===== config.mk =====
export PLATFORM = sky130hd
export DESIGN_NAME = instr_fetch_uni
export DESIGN_NICKNAME = d
export VERILOG_FILES = /design/src/rtl/instr_fetch_uni.sv
export SDC_FILE = /design/constraint.sdc
export NUM_CORES = 1
export LEC_CHECK = 0
export CAP_MARGIN = 20
export CORE_AREA = 3 3 116 118
export CTS_CLUSTER_DIAMETER = 40
export CTS_CLUSTER_SIZE = 20
export DETAILED_ROUTE_END_ITERATION = 6
export DIE_AREA = 0 0 119 121
export DONT_BUFFER_PORTS = 1
export PLACE_DENSITY = 0.68
export SYNTH_ARGS = -nofsm -noshare
export SYNTH_HDL_FRONTEND = slang
export SYNTH_SLANG_ARGS = --single-unit

===== constraint.sdc =====
create_clock -name iCLK -period 2.1 [get_ports iCLK]
set_clock_uncertainty 0.1 [all_clocks]
set_input_delay 0.42 -clock iCLK [delete_from_list [all_inputs] [get_ports iCLK]]
set_output_delay 0.42 -clock iCLK [all_outputs]
set_load 0.005 [all_outputs]

===== src/rtl/instr_fetch_uni.sv =====
// -----------------------------------------------------------------------------
// instr_fetch_uni
// Instruction fetch stage for the uniciclo RISC-V core. Holds the PC, fetches
// one 32-bit word per instruction over a req/ack handshake, holds it for the
// core until iExecDone, then selects the next PC from the PC-origin code.
//
// Handshake: oIMemReq stays high (address stable) for every FETCH cycle until
// iIMemAck is seen at a rising edge; the word is captured on that same edge.
// Acks outside FETCH and iExecDone outside HOLD have no effect.
//
// Optional feature macro: IFETCH_MISALIGN_TRAP_EN
//   defined   : a next PC with bits[1:0]!=00 traps into FAULT (left by reset)
//   undefined : next-PC bits[1:0] are forced to 00, oFault is tied low
//
// Ports
//   iCLK, iRSTn                 clock, synchronous active-low reset
//   iOrigPC[1:0]                next-PC select (00 PC+4, 01 branch, 10 JAL, 11 JALR)
//   iBranchTaken, iBranchTarget branch condition and target
//   iJalTarget, iJalrTarget     jump targets (JALR bit 0 cleared here)
//   iExecDone                   core consumed oInstr this cycle
//   oIMemReq, oIMemAddr         fetch request / address
//   iIMemData, iIMemAck         fetched word / acknowledge
//   oPC, oPC4                   PC of held instruction and PC+4
//   oInstr, oInstrValid         held instruction and its valid flag
//   oInstrCount                 retired-instruction counter (wraps silently)
//   oFault                      misaligned fetch-target trap
//   oDbgState[1:0]              FSM state (0 FETCH, 1 HOLD, 2 FAULT)
// -----------------------------------------------------------------------------
module instr_fetch_uni #(
    parameter logic [31:0] RESET_PC = 32'h0040_0000,
    parameter logic [31:0] NOP_WORD = 32'h0000_0013
) (
    input  logic        iCLK,
    input  logic        iRSTn,
    input  logic [1:0]  iOrigPC,
    input  logic        iBranchTaken,
    input  logic [31:0] iBranchTarget,
    input  logic [31:0] iJalTarget,
    input  logic [31:0] iJalrTarget,
    input  logic        iExecDone,
    output logic        oIMemReq,
    output logic [31:0] oIMemAddr,
    input  logic [31:0] iIMemData,
    input  logic        iIMemAck,
    output logic [31:0] oPC,
    output logic [31:0] oPC4,
    output logic [31:0] oInstr,
    output logic        oInstrValid,
    output logic [31:0] oInstrCount,
    output logic        oFault,
    output logic [1:0]  oDbgState
);

    typedef enum logic [1:0] {
        S_FETCH = 2'd0,
        S_HOLD  = 2'd1,
        S_FAULT = 2'd2
    } state_t;

    state_t      state;
    state_t      stateNext;
    logic [31:0] pc;
    logic [31:0] instr;
    logic        instrValid;
    logic [31:0] instrCount;

    logic [31:0] pcPlus4;
    logic [31:0] target;
    logic [31:0] nextPc;
    logic        misaligned;

    assign pcPlus4 = pc + 32'd4;

    // Raw target chosen by the control unit's PC-origin code.
    always_comb begin
        target = pcPlus4;
        case (iOrigPC)
            2'b00:   target = pcPlus4;
            2'b01:   target = iBranchTaken ? iBranchTarget : pcPlus4;
            2'b10:   target = iJalTarget;
            default: target = {iJalrTarget[31:1], 1'b0};
        endcase
    end

`ifdef IFETCH_MISALIGN_TRAP_EN
    // Keep the offending target so the PC freezes on it inside FAULT.
    assign nextPc     = target;
    assign misaligned = (target[1:0] != 2'b00);
`else
    // Without the trap, the low bits are simply dropped.
    assign nextPc     = {target[31:2], 2'b00};
    assign misaligned = 1'b0;
`endif

    // State and datapath registers; reset wins over ack, exec and fault.
    always_ff @(posedge iCLK) begin
        if (!iRSTn) begin
            state      <= S_FETCH;
            pc         <= RESET_PC;
            instr      <= NOP_WORD;
            instrValid <= 1'b0;
            instrCount <= 32'd0;
        end else begin
            state <= stateNext;
            case (state)
                S_FETCH: begin
                    if (iIMemAck) begin
                        instr      <= iIMemData;
                        instrValid <= 1'b1;
                    end
                end
                S_HOLD: begin
                    if (iExecDone) begin
                        pc         <= nextPc;
                        instrValid <= 1'b0;
                        instrCount <= instrCount + 32'd1;
                        instr      <= NOP_WORD;
                    end
                end
                default: ;
            endcase
        end
    end

    // Next-state logic.
    always_comb begin
        stateNext = state;
        case (state)
            S_FETCH: if (iIMemAck)  stateNext = S_HOLD;
            S_HOLD:  if (iExecDone) stateNext = misaligned ? S_FAULT : S_FETCH;
            default: stateNext = S_FAULT;
        endcase
    end

    // Outputs are decoded from registered state; iRSTn only gates the
    // request so it is quiet for the whole time reset is held.
    always_comb begin
        oIMemReq  = iRSTn && (state == S_FETCH);
`ifdef IFETCH_MISALIGN_TRAP_EN
        oFault    = (state == S_FAULT);
`else
        oFault    = 1'b0;
`endif
        oIMemAddr = pc;
        oDbgState = state;
    end

    assign oPC         = pc;
    assign oPC4        = pcPlus4;
    assign oInstr      = instr;
    assign oInstrValid = instrValid;
    assign oInstrCount = instrCount;

endmodule

==> Word level (Yosys, flattened, before mapping) <==
Cells that the tools add are included.
{ "op_classes": {"add_sub_neg": 2, "n_mul": 0, "div": 0, "n_lt_le_gt_ge": 0, "n_eq_ne": 5, "shifts": 0, "muxes": 11, "n_bitwise": 0, "reduce_logical": 7} }
{ "op_table": {"columns": ["op", "count"], "rows": [
  ["32-bit 2-to-1 mux", 3],
  ["32-bit one-hot mux with 3 select lines", 1],
  ["32-bit one-hot mux with 2 select lines", 1],
  ["32-bit by 1-bit adder with 32-bit output, second input constant", 1],
  ["32-bit by 3-bit adder with 32-bit output, second input constant", 1],
  ["2-bit by 1-bit equality test with 1-bit output, second input constant", 2],
  ["2-bit zero test", 2],
  ["2-bit 2-to-1 mux", 2],
  ["2-bit inequality test, second input constant", 2],
  ["2-bit one-hot mux with 2 select lines", 1],
  ["2-bit AND reduction", 2],
  ["3-bit AND reduction", 1],
  ["2-bit equality test, second input constant", 1],
  ["1-bit 2-to-1 mux", 2],
  ["1-bit one-hot mux with 2 select lines", 1],
  ["2-bit nonzero test", 1],
  ["1-bit logical AND", 1]
]} }
{ "word_totals": {"reg_bits": 97, "latch_bits": 0, "ram_bits": 0, "rom_bits": 0, "elab_cells": 30, "memories": 0} }

==> Logic depth before layout (Yosys ltp) <==
{ "logic_depth": {"ltp_word": 3, "mapped_depth": 8} }

==> Worst setup path after synthesis <==
OpenSTA, ideal clock, no wires.
{ "synth_timing": {"path_kind": "flip-flop to output port", "from": "register pc[2], in the netlist oIMemAddr[2]", "to": "output oPC4[20]", "t_arrival_ps": 1579, "required_time_ps": 1580, "setup_slack_ps": 1, "stages_incl_launch_ff": 6, "path_buffers": 0, "cell_sequence": "dfxtp_1 ha_1 nand3_1 or4_4 o21ai_0 nand2_1"} }
{ "synth_between": {"elab_chain_len": 1} }
{ "synth_lines": {"columns": ["element", "line_no", "text"], "rows": [
  ["start, declared", "62", "logic [31:0] pc;"],
  ["start signal, assigned", "114", "pc <= nextPc;"],
  ["32-bit by 3-bit adder with 32-bit output", "72", "assign pcPlus4 = pc + 32'd4;"],
  ["end, declared", "46", "output logic [31:0] oPC4,"]
]} }
No other way between the ends.

==> Worst setup path in the final report <==
{ "layout_timing": {"from": "register pc[11], in the netlist oIMemAddr[11]", "to": "output oPC4[30]"} }
The elaborated chain is that of the path after synthesis.

==> flow_summary.ini <==
[status]
outcome = finished, violations left
violations = setup timing

[timing]
setup_tns_ps = -2400
max-slew-margin-rel = 0.6013
setup_violations = 20
final_hold_viol_count = 0
min_period_ps = 2291
grt_setup_unrepaired = yes
report.final.slew_viol_count = 0
fin_crit_sh = 1.091
fin_ws_ps = -190.9
worst_slew_pin_slew_ps = 590.5
fmax_mhz = 436.5
timing.hold.ws_ps = 68.77

[cts]
cts_hold_buffers = 0
htreeDepth = 3
insertion_delay_ps = 340
clockBufferDepth = 2
tritoncts = yes
cts_root_buf = clkbuf_16
numClockSinks = 97
clkTransAtPathRegs_ps = 60
cts_buffers = 9

[power]
cellLeakagePower_nw = 2.973
ir_drop_mv = 0.4245
powerDensity_nw_per_um2 = 582.8
power.total_mw = 4.359

[critical_path]
r2r_cells = 6
critPathKind = flip-flop to output port
worstPathRequired_ps = 1580
critical_path.startpoint_type = flip-flop
r2r-end = oInstrCount[21]
crit_arrival_ps = 1770
cp_max_fo = 6
ff2ff_setup_slack_ps = 150
r2r-start = oInstrCount[3]
cp-end-kind = output port

[final_layout]
final_area_um2 = 7480
final_common_cell = nor2_1
fin_cells = 957
drive_above_1_share = 0.2854
final_cell_mix = nor2_1, buf_4, dfxtp_1, nand2_1, a21oi_1
synthToLayoutAreaGrowth_pct = 26.06
fin_nets = 918
num-fill-cells = 1053
final_util = 0.5951
num_antenna_cells = 0

[logic_synthesis]
synthMuxAreaShare = 0.05293
synth_adder_area_share = 0.004218
avgSynthCellArea_um2 = 7.985
synth-compound-area-share = 0.1790
yosys.area_share.simple = 0.2585
netlist_area_um2 = 5933
synth_flop_cell = dfxtp_1
syn_inst = 743
synthDistinctLibCells = 67
ys_ff_latch = 97
synthXorXnorAreaFrac = 0.08267
seq_area_frac_synth = 0.3273
yosys_warnings = 0
async_reset_ff_frac = 0
synth_top_family_by_area = simple AND/OR/NAND/NOR gates
synth_edf_count = 0

[global_route]
grt_start_max_net_pins = 56
grt.overflow.total = 0
grt_use_total = 0.2703
antenna_found_initial = 0
grt_first_pass_wirelength_mm = 31.26
grt_pass1_vias = 5791

[route]
wl_per_cell_um = 21.46
firstDrtPassIters = 6
drc_errors = 0
drt_iter0_markers = 415
route.vias.total = 5881
postRouteAntennaNets = 0
avgViaCountPerCell = 6.145
postRouteWirelength_mm = 20.54

[floorplan]
die_w_um = 119
io_pins = 300
die-area_um2 = 14400
die_h_um = 121
initial_utilization = 0.4721
row_count = 41
core_um2 = 12570

[worst_hold_path]
hold_depth = 1
min_from = iRSTn
min_path_type = input pin to flip-flop
holdPathEnd = oInstr[1]

[placed_design]
place.gp.congestion = 0.9040
place_area_um2 = 6290
dp.cells = 910
portBuffers = 0
detailed_place_hpwl_mm = 14.59
dpl_worst_slack_ps = 20.29

[flow_run]
max_cap_viol_count = 0
[worst max-delay path, stage by stage (launching register included)]
cell and delay (ps):
dfxtp_4 370, buf_8 120, and4_4 290, nand3_4 100, nor4_2 270, buf_4 170
xnor2_2 110
[cell families after synthesis]
| kind of cell | after synthesis |
|---|---|
| AOI/OAI and AO/OA | 159 |
| xor gates and xnor gates | 56 |
| adders and majority gates | 2 |
| buffers and inverters | 100 |
| DFF | 97 |
| muxes | 31 |
| other | 1 |
| and+or+nand+nor | 297 |
[worst max path at each step]
stage                   from       end
2_1_floorplan   oIMemAddr[2]  oPC4[20]
3_3_place_gp    oIMemAddr[2]  oPC4[26]
3_5_place_dp   oIMemAddr[13]  oPC4[27]
4_1_cts        oIMemAddr[18]  oPC4[27]
5_1_grt        oIMemAddr[10]  oPC4[30]
6_report       oIMemAddr[11]  oPC4[30]
[routing by layer]
layer,up-vias,GRT usage,wire (um)
met5,-,0,0
met4,0,0.1050,499
met3,35,0.08159,1904
met2,321,0.4772,10360
met1,2813,0.3055,7774
li1,2712,-,-
[repair_timing]
item | 4_1_cts | 5_1_grt
hold endpoints to repair | 0 | 0
gates cloned | 1 | 0
resized for setup | 103 | 31
endpoints found under the setup margin | 24 | 25
setup buffers | 15 | 17
pin swaps | 28 | 27
[power by group]
| group | internal (mW) | switching (mW) | total (mW) |
|---|---|---|---|
| logic | 0.255 | 0.344 | 0.599 |
| clock network | 1.05 | 0.728 | 1.78 |
| registers | 1.91 | 0.0728 | 1.98 |
[sequential cells by signal, indices dropped and copies added (netlist names)]
signal	count
oDbgState	2
oInstr	32
oInstrCount	32
oIMemAddr	30
oInstrValid	1
[cells in the mapped netlist, types with 24 or more instances]
master | count | area, um^2
buf_4 | 42 | 315.3
nand2_1 | 48 | 180.2
a22oi_1 | 28 | 210.2
o21ai_0 | 30 | 150.1
nand4_1 | 25 | 156.4
nand3_1 | 32 | 160.2
a21oi_1 | 34 | 170.2
clkbuf_1 | 29 | 108.9
dfxtp_1 | 97 | 1942
nor3_1 | 24 | 120.1
mux2i_1 | 28 | 280.3
nor2_1 | 106 | 397.9
xor2_1 | 33 | 289.0
[layout make-up]
class / count / area (um^2) / share of cell area
flip-flops and latches: 97 / 1984 / 0.2653
clock buffers: 10 / 229.0 / 0.03061
multi-input cells: 553 / 3946 / 0.5276
repair buffers: 111 / 983.4 / 0.1315
inverters: 9 / 33.78 / 0.004517
clock inverters: 5 / 87.58 / 0.01171
well taps: 172 / 215.2 / 0.02877
(Power assumes the default switching activity.)
